--- config.mk ---
export PLATFORM = sky130hd
export DESIGN_NAME = kmap_sweep_ctrl
export DESIGN_NICKNAME = d
export VERILOG_FILES = /design/src/rtl/kmap_pkg.sv /design/src/rtl/kmap_golden.sv /design/src/rtl/kmap_sweep_ctrl.sv
export SDC_FILE = /design/constraint.sdc
export NUM_CORES = 1
export LEC_CHECK = 0
export ABC_AREA = 1
export CAP_MARGIN = 20
export CORE_AREA = 2 2 61 46
export CTS_CLUSTER_DIAMETER = 200
export DETAILED_ROUTE_END_ITERATION = 7
export DIE_AREA = 0 0 63 48
export GPL_TIMING_DRIVEN = 1
export MAX_ROUTING_LAYER = met4
export PLACE_DENSITY = 0.71
export SLEW_MARGIN = 15
export SYNTH_ARGS = -nofsm -noshare
export SYNTH_HDL_FRONTEND = slang
export SYNTH_SLANG_ARGS = --single-unit
--- constraint.sdc ---
create_clock -name clk -period 4.5 [get_ports clk]
set_clock_uncertainty 0.15 [all_clocks]
set_input_delay 0.45 -clock clk [delete_from_list [all_inputs] [get_ports clk]]
set_output_delay 0.45 -clock clk [all_outputs]
set_load 0.005 [all_outputs]
--- src/rtl/kmap_pkg.sv ---
// kmap_pkg: sweep FSM encoding and golden truth tables for the kmap checker.
// Shared by kmap_golden and kmap_sweep_ctrl.
package kmap_pkg;

  typedef enum logic [1:0] {
    IDLE,
    DRIVE,
    SAMPLE,
    DONE
  } state_t;

  localparam logic [15:0] F0_EXP     = 16'h6996;
  localparam logic [15:0] F1_EXP     = 16'hEDE0;
  localparam logic [15:0] F2_EXP     = 16'hD1CC;
  localparam logic [15:0] F2_DC_MASK = 16'h2222;

endpackage

--- src/rtl/kmap_golden.sv ---
// kmap_golden: combinational idx -> expected F bits and per-output care mask.
// Bit order is {F_2, F_1, F_0}.
module kmap_golden
  import kmap_pkg::*;
(
  input  logic [3:0] idx,
  output logic [2:0] exp_f,
  output logic [2:0] care
);

  assign exp_f = {F2_EXP[idx], F1_EXP[idx], F0_EXP[idx]};
  assign care  = {~F2_DC_MASK[idx], 2'b11};

endmodule

--- src/rtl/kmap_sweep_ctrl.sv ---
// kmap_sweep_ctrl: drives all 16 kmap inputs, samples F_0..F_2, counts bad vectors.
// Optional first-failure capture enabled by defining KMAP_FIRST_ERR_EN.
module kmap_sweep_ctrl
  import kmap_pkg::*;
#(
  parameter int unsigned SETTLE_CYC = 1
) (
  input  logic       clk,
  input  logic       rst_n,
  input  logic       start,
  input  logic       F_0,
  input  logic       F_1,
  input  logic       F_2,
  output logic       A,
  output logic       B,
  output logic       C,
  output logic       D,
  output logic       busy,
  output logic       done,
  output logic       pass,
  output logic [4:0] err_cnt
`ifdef KMAP_FIRST_ERR_EN
  ,
  output logic [3:0] first_err_idx,
  output logic       first_err_vld
`endif
);

  state_t     state;
  state_t     state_n;
  logic [3:0] cnt;
  logic [3:0] idx;
  logic [2:0] exp_f;
  logic [2:0] care;
  logic       miss;
  logic       settled;
  logic       last;
  logic       accept;

  kmap_golden u_golden (
    .idx   (idx),
    .exp_f (exp_f),
    .care  (care)
  );

  assign miss    = |(({F_2, F_1, F_0} ^ exp_f) & care);
  assign settled = (cnt == 4'(SETTLE_CYC - 1));
  assign last    = (idx == 4'd15);
  assign accept  = (state == IDLE) && start;

  assign {A, B, C, D} = idx;
  assign busy = (state == DRIVE) || (state == SAMPLE);
  assign done = (state == DONE);

  always_comb begin
    state_n = state;
    unique case (state)
      IDLE:    if (start) state_n = DRIVE;
      DRIVE:   if (settled) state_n = SAMPLE;
      SAMPLE:  state_n = last ? DONE : DRIVE;
      DONE:    state_n = IDLE;
      default: state_n = IDLE;
    endcase
  end

  always_ff @(posedge clk or negedge rst_n) begin
    if (!rst_n) state <= IDLE;
    else        state <= state_n;
  end

  always_ff @(posedge clk or negedge rst_n) begin
    if (!rst_n) begin
      cnt     <= '0;
      idx     <= '0;
      err_cnt <= '0;
      pass    <= 1'b0;
    end else begin
      unique case (state)
        IDLE: if (start) begin
          cnt     <= '0;
          idx     <= '0;
          err_cnt <= '0;
          pass    <= 1'b0;
        end
        DRIVE: cnt <= settled ? 4'd0 : cnt + 4'd1;
        SAMPLE: begin
          err_cnt <= err_cnt + 5'(miss);
          // pass must see the last vector's verdict too
          if (last) pass <= (err_cnt == 5'd0) && !miss;
          else      idx  <= idx + 4'd1;
        end
        DONE:    idx <= '0;
        default: ;
      endcase
    end
  end

`ifdef KMAP_FIRST_ERR_EN
  always_ff @(posedge clk or negedge rst_n) begin
    if (!rst_n) begin
      first_err_idx <= '0;
      first_err_vld <= 1'b0;
    end else if (accept) begin
      first_err_vld <= 1'b0;
    end else if ((state == SAMPLE) && miss && !first_err_vld) begin
      first_err_idx <= idx;
      first_err_vld <= 1'b1;
    end
  end
`endif

endmodule

==> impl_results.html, run 1 <==
<table>
<tr><th>Metric</th><th>Value</th></tr>
<tr><th colspan="2">Setup path</th></tr>
<tr><td>Worst Path Max Fanout</td><td>5</td></tr>
<tr><td>CP endpoint</td><td>err_cnt[4]</td></tr>
<tr><td>R2R Path End</td><td>err_cnt[4]</td></tr>
<tr><td>Cells along the critical path</td><td>inv_1, ha_1, inv_1, nand2_1, nand2_1, nand2_1, nand2_1, nor2_1, nand2_1, ha_1, ha_1, inv_1, nor3_4, nand2_1, nand2_1, nand2_1, nor2_1</td></tr>
<tr><td>Path type of the worst setup path</td><td>flop to flop</td></tr>
<tr><td>Flop-to-flop setup slack</td><td>1.99 ns</td></tr>
<tr><td>Number of buffer and inverter instances along the worst setup path</td><td>3</td></tr>
<tr><td>Category of the worst setup path capture point</td><td>flop</td></tr>
<tr><td>Biggest cell delay along the critical path</td><td>0.45 ns</td></tr>
<tr><td>Required time of the worst setup path</td><td>4.56 ns</td></tr>
<tr><td>Slowest cell on crit path</td><td>sky130_fd_sc_hd__dfrtp_1</td></tr>
<tr><td>Crit path max-delay family</td><td>simple AND/OR/NAND/NOR gates</td></tr>
<tr><td>CP startpoint kind</td><td>flop</td></tr>
<tr><td>Path length in cells of the critical path</td><td>17</td></tr>
<tr><td>Launch point of the worst path</td><td>idx[1]</td></tr>
<tr><td>Logic depth of the worst register-to-register path</td><td>17</td></tr>
<tr><td>Arrival time worst endpoint</td><td>2.58 ns</td></tr>
<tr><td>Most Frequent Cell on Critical Path</td><td>sky130_fd_sc_hd__nand2_1</td></tr>
<tr><td>Source of the worst register-to-register timing path</td><td>idx[1]</td></tr>
<tr><th colspan="2">Final layout</th></tr>
<tr><td>Layout cells sized above 1</td><td>0.0595</td></tr>
<tr><td>Layout overhead on the synthesized area</td><td>18.5%</td></tr>
<tr><td>Finished Layout Cells</td><td>202</td></tr>
<tr><td>Number of filler cells placed in the layout</td><td>229</td></tr>
<tr><td>Diode insertion count for antenna repair</td><td>0</td></tr>
<tr><td>Most frequent cells in the layout</td><td>sky130_fd_sc_hd__nand2_1 (39), sky130_fd_sc_hd__inv_1 (23), sky130_fd_sc_hd__clkdlybuf4s50_1 (17)</td></tr>
<tr><td>Most common library cell in the layout ignoring fill and taps</td><td>sky130_fd_sc_hd__nand2_1</td></tr>
<tr><td>Share of the core filled with cells in the final layout</td><td>0.562</td></tr>
<tr><td>Final Net Count</td><td>187</td></tr>
<tr><th colspan="2">Outcome</th></tr>
<tr><td>Result of the run</td><td>finished, final reports clean</td></tr>
<tr><th colspan="2">STA</th></tr>
<tr><td>Max-slew headroom</td><td>0.524</td></tr>
<tr><td>FMAX</td><td>0.398 GHz</td></tr>
<tr><td>Post-Route Setup TNS</td><td>0 ns</td></tr>
<tr><td>Worst Hold Slack</td><td>0.350 ns</td></tr>
<tr><td>Final worst-path cycle share</td><td>0.558</td></tr>
<tr><td>Count of pins over their slew limit</td><td>0</td></tr>
<tr><td>Pin slew with the least headroom to its limit</td><td>0.711 ns</td></tr>
<tr><td>Setup repair after global routing missed its margin</td><td>no</td></tr>
<tr><td>Final hold violation count</td><td>0</td></tr>
<tr><td>Time the worst path needs with I/O delays and setup</td><td>2.51 ns</td></tr>
<tr><td>Total setup violations reported at the end of the flow</td><td>0</td></tr>
<tr><th colspan="2">Detailed routing</th></tr>
<tr><td>Via Count</td><td>1000</td></tr>
<tr><td>Initial detailed-routing violation count</td><td>47</td></tr>
<tr><td>Residual DRC</td><td>0</td></tr>
<tr><td>Number of nets with antenna violations after detailed routing</td><td>0</td></tr>
<tr><td>Number of vias per cell after detailed routing</td><td>4.95</td></tr>
<tr><td>Wire length reported by the detailed router</td><td>2360 um</td></tr>
<tr><td>Number of detailed-routing iterations run before antenna repair</td><td>4</td></tr>
<tr><td>Avg WL per Cell</td><td>11.7 um</td></tr>
<tr><th colspan="2">Floorplanning</th></tr>
<tr><td>DIE HEIGHT</td><td>48 um</td></tr>
<tr><td>Die outline area</td><td>0.00302 mm^2</td></tr>
<tr><td>Initial Util</td><td>0.474</td></tr>
<tr><td>Core region area</td><td>0.00238 mm^2</td></tr>
<tr><td>Die X-Extent</td><td>63 um</td></tr>
<tr><td>I/O pins</td><td>18</td></tr>
<tr><td>Row count</td><td>15</td></tr>
<tr><th colspan="2">Placement</th></tr>
<tr><td>Post-Place Cells</td><td>199</td></tr>
<tr><td>Number of buffer cells added on primary ports</td><td>17</td></tr>
<tr><td>Half-perimeter wire length after detailed placement</td><td>1820 um</td></tr>
<tr><td>GPL Wtd Cong</td><td>0.862</td></tr>
<tr><th colspan="2">CTS</th></tr>
<tr><td>TritonCTS buffer count</td><td>3</td></tr>
<tr><td>Root Driver</td><td>sky130_fd_sc_hd__clkbuf_4</td></tr>
<tr><td>Post-CTS setup repair buffer count</td><td>0</td></tr>
<tr><td>Number of instances resized during post-cts repair</td><td>0</td></tr>
<tr><td>Clock-pin slew reported for the worst setup and hold paths after clock tree synthesis</td><td>0.09 ns</td></tr>
<tr><td>TritonCTS clock tree</td><td>done</td></tr>
<tr><td>Hold buffers post-CTS</td><td>0</td></tr>
<tr><td>Maximum clock insertion buffer count</td><td>2</td></tr>
<tr><td>Worst-skew pair later-pin latency</td><td>0.28 ns</td></tr>
<tr><td>Clock sink total</td><td>16</td></tr>
<tr><td>CTS H-Tree Depth</td><td>1</td></tr>
<tr><th colspan="2">Logic synthesis</th></tr>
<tr><td>Post-synth EDFFs</td><td>0</td></tr>
<tr><td>Most common flop cell mapped by yosys</td><td>sky130_fd_sc_hd__dfrtp_1</td></tr>
<tr><td>Mean Syn Cell Area</td><td>7.48 um^2</td></tr>
<tr><td>Number of flip-flops and latches in the synthesized netlist</td><td>16</td></tr>
<tr><td>Number of warning messages in the yosys log</td><td>0</td></tr>
<tr><td>Synth Instances</td><td>151</td></tr>
<tr><td>Netlist cell types</td><td>23</td></tr>
<tr><td>Cell area after technology mapping</td><td>0.00113 mm^2</td></tr>
<tr><td>Synthesized net count</td><td>168</td></tr>
<tr><td>Sequential area share after synthesis</td><td>0.354</td></tr>
<tr><td>Fraction of registers with async set/reset</td><td>1.00</td></tr>
<tr><th colspan="2">Global route</th></tr>
<tr><td>Via count of the first global-routing pass</td><td>938</td></tr>
<tr><td>Maximum number of pins on one net before global-route repair</td><td>17</td></tr>
<tr><td>Total congestion overflow</td><td>0</td></tr>
<tr><td>Wire length of the first global-routing pass</td><td>4190 um</td></tr>
<tr><td>Global-route usage over all layers</td><td>0.187</td></tr>
<tr><td>Antenna violations before repair</td><td>0</td></tr>
<tr><th colspan="2">Pwr</th></tr>
<tr><td>Net switching share of the total power</td><td>0.451</td></tr>
<tr><td>Power density normalized to cell area</td><td>453 mW/mm^2</td></tr>
<tr><td>Share of total power in the clock network</td><td>0.120</td></tr>
<tr><td>Max IR drop VDD</td><td>0.218 mV</td></tr>
<tr><td>Sequential share of power</td><td>0.340</td></tr>
<tr><td>Logic pwr share</td><td>0.540</td></tr>
<tr><td>Pint</td><td>0.000333 W</td></tr>
<tr><td>Static leakage power</td><td>0.649 nW</td></tr>
<tr><td>Power dissipated by switching net loads</td><td>0.000273 W</td></tr>
<tr><th colspan="2">Flow run</th></tr>
<tr><td>Number of maximum-capacitance violations</td><td>0</td></tr>
<tr><th colspan="2">Hold path</th></tr>
<tr><td>Min-Delay Path Class</td><td>flop to flop</td></tr>
</table>
## worst min path at each step
stage | start | end | slack (ns) | cells past startpoint
after floorplan | rst_n | cnt[0] | 0.004 | 0
after global placement | pass | pass | 0.32 | 2
after detailed placement | pass | pass | 0.33 | 2
after CTS | pass | pass | 0.35 | 2
after global routing | pass | pass | 0.39 | 2
final | pass | pass | 0.35 | 2
## flip-flops by register name, summed over array words and instances (netlist names)
| signal | count |
|---|---|
| cnt | 4 |
| err_cnt | 5 |
| idx | 4 |
| pass | 1 |
| state | 2 |
## cell usage after synthesis, types with 2 or more instances
library cell              count  area [um^2]
sky130_fd_sc_hd__nand3_1     15         75.1
sky130_fd_sc_hd__inv_1       23         86.3
sky130_fd_sc_hd__nand4_1      3         18.8
sky130_fd_sc_hd__a21oi_1      2         10.0
sky130_fd_sc_hd__nor2_1      12         45.0
sky130_fd_sc_hd__o21ai_0     11         55.1
sky130_fd_sc_hd__nand2_1     39          146
sky130_fd_sc_hd__buf_4        2         15.0
sky130_fd_sc_hd__xnor2_1      2         17.5
sky130_fd_sc_hd__o22ai_1      2         12.5
sky130_fd_sc_hd__xor2_1       3         26.3
sky130_fd_sc_hd__ha_1        11          138
sky130_fd_sc_hd__dfrtp_1     16          400
## worst reg2reg max path: stages, from the launching register on
cell and delay [ns]:
sky130_fd_sc_hd__dfrtp_1 0.45, sky130_fd_sc_hd__inv_1 0.13, sky130_fd_sc_hd__ha_1 0.36, sky130_fd_sc_hd__inv_1 0.09, sky130_fd_sc_hd__nand2_1 0.05, sky130_fd_sc_hd__nand2_1 0.05, sky130_fd_sc_hd__nand2_1 0.05, sky130_fd_sc_hd__nand2_1 0.06
sky130_fd_sc_hd__nor2_1 0.05, sky130_fd_sc_hd__nand2_1 0.06, sky130_fd_sc_hd__ha_1 0.18, sky130_fd_sc_hd__ha_1 0.21, sky130_fd_sc_hd__inv_1 0.09, sky130_fd_sc_hd__nor3_4 0.21, sky130_fd_sc_hd__nand2_1 0.08, sky130_fd_sc_hd__nand2_1 0.06
sky130_fd_sc_hd__nand2_1 0.04, sky130_fd_sc_hd__nor2_1 0.07
## power groups by stage
stage | Sequential, W | Clock (W) | Combinational (W)
after floorplan | 0.000201 | 0 | 0.000223
after global placement | 0.000205 | 0 | 0.000317
after detailed placement | 0.000208 | 0 | 0.000323
after CTS | 0.000205 | 0.0000772 | 0.000327
after global routing | 0.000211 | 0.0000841 | 0.000375
final | 0.000206 | 0.0000728 | 0.000327
## stage by stage
| step | power (W) | cell area, um^2 | setup slack [ns] |
|---|---|---|---|
| floorplan | 0.000424 | 1130 | 2.34 |
| global placement | 0.000521 | 1320 | 2.11 |
| detailed placement | 0.000532 | 1320 | 2.03 |
| CTS | 0.000610 | 1340 | 2.01 |
| global route | 0.000670 | 1340 | 1.78 |
| finish | 0.000606 | 1340 | 1.99 |
## final cells by class
cell class              count  area [um^2]  area share
flip-flops and latches     16          400       0.299
well taps                  34         42.5      0.0318
repair buffers             17          170       0.127
clock buffers               3         22.5      0.0168
multi-input cells         107          607       0.453
inverters                  25         96.3      0.0720
## per-layer routing
| layer | part of all wire | vias up | track usage |
|---|---|---|---|
| met2 | 0.42 | 25 | 0.289 |
| met1 | 0.53 | 459 | 0.258 |
| li1 | - | 514 | - |
| met4 | 0.0085 | 0 | 0.0311 |
| met5 | 0 | - | - |
| met3 | 0.042 | 2 | 0.0424 |
## cells by family (layout without fill, tap and decap cells)
kind of cell	after synthesis	after routing	synth area share
DFF	16	16	0.354
xor gates and xnor gates	5	5	0.0388
and+or+nand+nor	75	75	0.302
buffers and inverters	28	45	0.109
adders and majority gates	11	11	0.122
AOI/OAI and AO/OA	16	16	0.0742
(Power assumes the default switching activity.)
==> inputs of run 2 (changes only) <==
CORE_AREA = 2 2 62 47   (was 2 2 61 46)
DIE_AREA = 0 0 64 49   (was 0 0 63 48)
clock period = 2.3 ns   (was 4.5 ns; I/O delays follow)
==> run 2 against run 1 <==
Cell count increased by 6.4%. Global-route usage fell by 1.4 points. Clock power increased by 110%. Non-clock buffer count up 11. Critical endpoint is now err_cnt[2]. Sequential share of layout area fell by 2.9 points. Largest cell class unchanged. Die area grew 3.7%.
==> impl_results.html, run 2 (same netlist as run 1, synthesis figures left out) <==
<table>
<tr><th>Metric</th><th>Value</th></tr>
<tr><th colspan="2">Detailed routing</th></tr>
<tr><td>Routed wl met2</td><td>1160 um (+17%)</td></tr>
<tr><td>DR top layer</td><td>met4</td></tr>
<tr><td>Initial detailed-routing violation count</td><td>61 (+30%)</td></tr>
<tr><td>Residual DRC</td><td>0 (unchanged)</td></tr>
<tr><td>Number of detailed-routing iterations run before antenna repair</td><td>5 (+1)</td></tr>
<tr><td>Routed met1 length</td><td>1280 um (+3.0%)</td></tr>
<tr><td>Via Count</td><td>1043 (+4.3%)</td></tr>
<tr><td>Number of nets with antenna violations after detailed routing</td><td>0 (unchanged)</td></tr>
<tr><td>Wire length reported by the detailed router</td><td>2580 um (+9.6%)</td></tr>
<tr><td>Total met3 wirelength after detailed routing</td><td>124 um (+27%)</td></tr>
<tr><td>Avg WL per Cell</td><td>12.0 um (+3.0%)</td></tr>
<tr><td>Number of vias per cell after detailed routing</td><td>4.85 (-2.0%)</td></tr>
<tr><th colspan="2">Final layout</th></tr>
<tr><td>Layout cells sized above 1</td><td>0.190 (+0.130)</td></tr>
<tr><td>Most frequent cells in the layout</td><td>sky130_fd_sc_hd__nand2_1 (37), sky130_fd_sc_hd__inv_1 (18), sky130_fd_sc_hd__clkdlybuf4s50_1 (17)</td></tr>
<tr><td>Layout overhead on the synthesized area</td><td>31.2%</td></tr>
<tr><td>Share of the core filled with cells in the final layout</td><td>0.574 (+0.0124)</td></tr>
<tr><td>Register name with the most flops</td><td>err_cnt</td></tr>
<tr><td>Regs by FF count</td><td>err_cnt: 5 flops, cnt: 4 flops, idx: 4 flops</td></tr>
<tr><td>Diode insertion count for antenna repair</td><td>0 (unchanged)</td></tr>
<tr><td>Flip-flop count of the largest register after layout</td><td>5 (unchanged)</td></tr>
<tr><td>Post-route standard cell area excluding fillers</td><td>0.00148 mm^2 (+11%)</td></tr>
<tr><td>Most common library cell in the layout ignoring fill and taps</td><td>sky130_fd_sc_hd__nand2_1</td></tr>
<tr><td>Final Net Count</td><td>198 (+5.9%)</td></tr>
<tr><th colspan="2">STA</th></tr>
<tr><td>FMAX</td><td>0.445 GHz (+12%)</td></tr>
<tr><td>Final hold violation count</td><td>0 (unchanged)</td></tr>
<tr><td>Final worst-path cycle share</td><td>0.977 (+0.419)</td></tr>
<tr><td>Setup repair after global routing missed its margin</td><td>yes</td></tr>
<tr><td>Count of pins over their slew limit</td><td>0 (unchanged)</td></tr>
<tr><td>Max-slew headroom</td><td>0.517 (-0.00711)</td></tr>
<tr><td>Total setup violations reported at the end of the flow</td><td>0 (unchanged)</td></tr>
<tr><td>Pin slew with the least headroom to its limit</td><td>0.722 ns (+0.0106 ns)</td></tr>
<tr><td>Time the worst path needs with I/O delays and setup</td><td>2.25 ns (-0.265 ns)</td></tr>
<tr><th colspan="2">Outcome</th></tr>
<tr><td>Result of the run</td><td>finished, final reports clean</td></tr>
<tr><th colspan="2">CTS</th></tr>
<tr><td>Worst-skew pair later-pin latency</td><td>0.29 ns (about the same)</td></tr>
<tr><td>TritonCTS clock tree</td><td>done</td></tr>
<tr><td>Clock sink total</td><td>16 (unchanged)</td></tr>
<tr><td>CTS H-Tree Depth</td><td>1 (unchanged)</td></tr>
<tr><td>Hold buffers post-CTS</td><td>0 (unchanged)</td></tr>
<tr><td>Clock-pin slew reported for the worst setup and hold paths after clock tree synthesis</td><td>0.10 ns (about the same)</td></tr>
<tr><td>Root Driver</td><td>sky130_fd_sc_hd__clkbuf_4</td></tr>
<tr><td>TritonCTS buffer count</td><td>3 (unchanged)</td></tr>
<tr><td>Maximum clock insertion buffer count</td><td>2 (unchanged)</td></tr>
<tr><th colspan="2">Setup path</th></tr>
<tr><td>Arrival time worst endpoint</td><td>2.29 ns (-0.29 ns)</td></tr>
<tr><td>Cells along the critical path</td><td>buf_6, ha_4, inv_2, nand3_2, nand3_1, nand2_1, nor2_2, nand2_1, ha_2, ha_4, inv_2, nor3_4, buf_4, nor3_1</td></tr>
<tr><td>CP startpoint kind</td><td>flop</td></tr>
<tr><td>Biggest cell delay along the critical path</td><td>0.41 ns (-0.04 ns)</td></tr>
<tr><td>Category of the worst setup path capture point</td><td>flop</td></tr>
<tr><td>Path type of the worst setup path</td><td>flop to flop</td></tr>
<tr><td>Slowest cell on crit path</td><td>sky130_fd_sc_hd__dfrtp_1</td></tr>
<tr><td>Flop-to-flop setup slack</td><td>0.05 ns (-1.94 ns)</td></tr>
<tr><td>Worst Path Max Fanout</td><td>3 (-2)</td></tr>
<tr><td>Required time of the worst setup path</td><td>2.35 ns (-2.21 ns)</td></tr>
<tr><th colspan="2">Floorplanning</th></tr>
<tr><td>Die X-Extent</td><td>64 um (+1.6%)</td></tr>
<tr><td>I/O pins</td><td>18 (unchanged)</td></tr>
<tr><td>Row count</td><td>16 (+1)</td></tr>
<tr><td>DIE HEIGHT</td><td>49 um (+2.1%)</td></tr>
<tr><td>Core region area</td><td>0.00258 mm^2 (+8.3%)</td></tr>
<tr><td>Die outline area</td><td>0.00314 mm^2 (+3.7%)</td></tr>
<tr><td>Initial Util</td><td>0.438 (-0.0365)</td></tr>
<tr><th colspan="2">Placement</th></tr>
<tr><td>Post-placement cell area</td><td>0.00134 mm^2 (+1.9%)</td></tr>
<tr><td>Number of buffer cells added on primary ports</td><td>17 (unchanged)</td></tr>
<tr><td>GPL Wtd Cong</td><td>0.884 (+2.5%)</td></tr>
<tr><td>Half-perimeter wire length after detailed placement</td><td>1820 um (+0.34%)</td></tr>
<tr><th colspan="2">Global route</th></tr>
<tr><td>Antenna violations before repair</td><td>0 (unchanged)</td></tr>
<tr><td>Wire length of the first global-routing pass</td><td>4170 um (-0.50%)</td></tr>
<tr><td>Total congestion overflow</td><td>0 (unchanged)</td></tr>
<tr><td>Via count of the first global-routing pass</td><td>945 (+0.75%)</td></tr>
<tr><td>Global-route usage over all layers</td><td>0.173 (-0.0142)</td></tr>
<tr><td>Maximum number of pins on one net before global-route repair</td><td>17 (unchanged)</td></tr>
<tr><th colspan="2">Pwr</th></tr>
<tr><td>Max IR drop VDD</td><td>0.510 mV (+130%)</td></tr>
<tr><td>Power density normalized to cell area</td><td>884 mW/mm^2 (+95%)</td></tr>
<tr><td>Post-layout power</td><td>0.00131 W (+120%)</td></tr>
<tr><td>Static leakage power</td><td>0.703 nW (+8.4%)</td></tr>
<tr><th colspan="2">Hold path</th></tr>
<tr><td>Min-Delay Path Class</td><td>input port to asynchronous set/reset pin</td></tr>
<tr><th colspan="2">Flow run</th></tr>
<tr><td>Number of maximum-capacitance violations</td><td>0 (unchanged)</td></tr>
</table>
run 2: power by group:
| part | switching, W | total (W) | internal [W] |
|---|---|---|---|
| Sequential | 0.0000569 | 0.000397 | 0.000340 |
| Clock | 0.0000922 | 0.000153 | 0.0000609 |
| Combinational | 0.000432 | 0.000760 | 0.000328 |
run 2: through the flow:
step                      setup TNS (ns)  instances  hold slack (ns)  worst slack [ns]
after detailed placement               0        204            0.321           0.00551
final                                  0        215            0.213            0.0535
after CTS                              0        207            0.245            0.0220
after global routing              -0.193        215            0.286            -0.109
after global placement                 0        204            0.323             0.148
after floorplan                        0        151           -0.216             0.136
run 2: repair_timing:
item / in CTS / in global routing
endpoints found under the hold margin: 0 / 0
gates resized for setup: 1 / 16
setup endpoints to repair: 1 / 3
pin swaps: 0 / 10
buffers inserted: 0 / 8
run 2: layout make-up:
type	count	area, um^2
sequential	16	400
clock buffer	3	22.5
inverter	25	98.8
tap	36	45.0
multi-input combinational	107	659
fill	241	1100
timing repair buffer	28	256
run 2: final timing paths:
| check | from | end | cells after the start |
|---|---|---|---|
| hold / removal | rst_n | err_cnt[0] | 1 |
| min in group clk | pass | pass | 2 |
| hold reg to reg | pass | pass | 2 |
| setup reg to reg | idx[0] | err_cnt[2] | 14 |
| setup / recovery | idx[0] | err_cnt[2] | 14 |
| max in group asynchronous | rst_n | idx[0] | 1 |
run 2: worst max-delay path, delay by kind of cell (launching register included):
| family | cells | cell delay (ns) |
|---|---|---|
| AND/OR/NAND/NOR | 7 | 0.68 |
| adder cells (fa/ha/maj) | 3 | 0.52 |
| flip-flops | 1 | 0.41 |
| buffers and inverters | 4 | 0.39 |
run 2: layer usage:
metal  up-vias  global-route usage
li1        532                   -
met1       476               0.253
met2        33               0.236
met3         2              0.0462
met4         0              0.0435
met5         -                   -
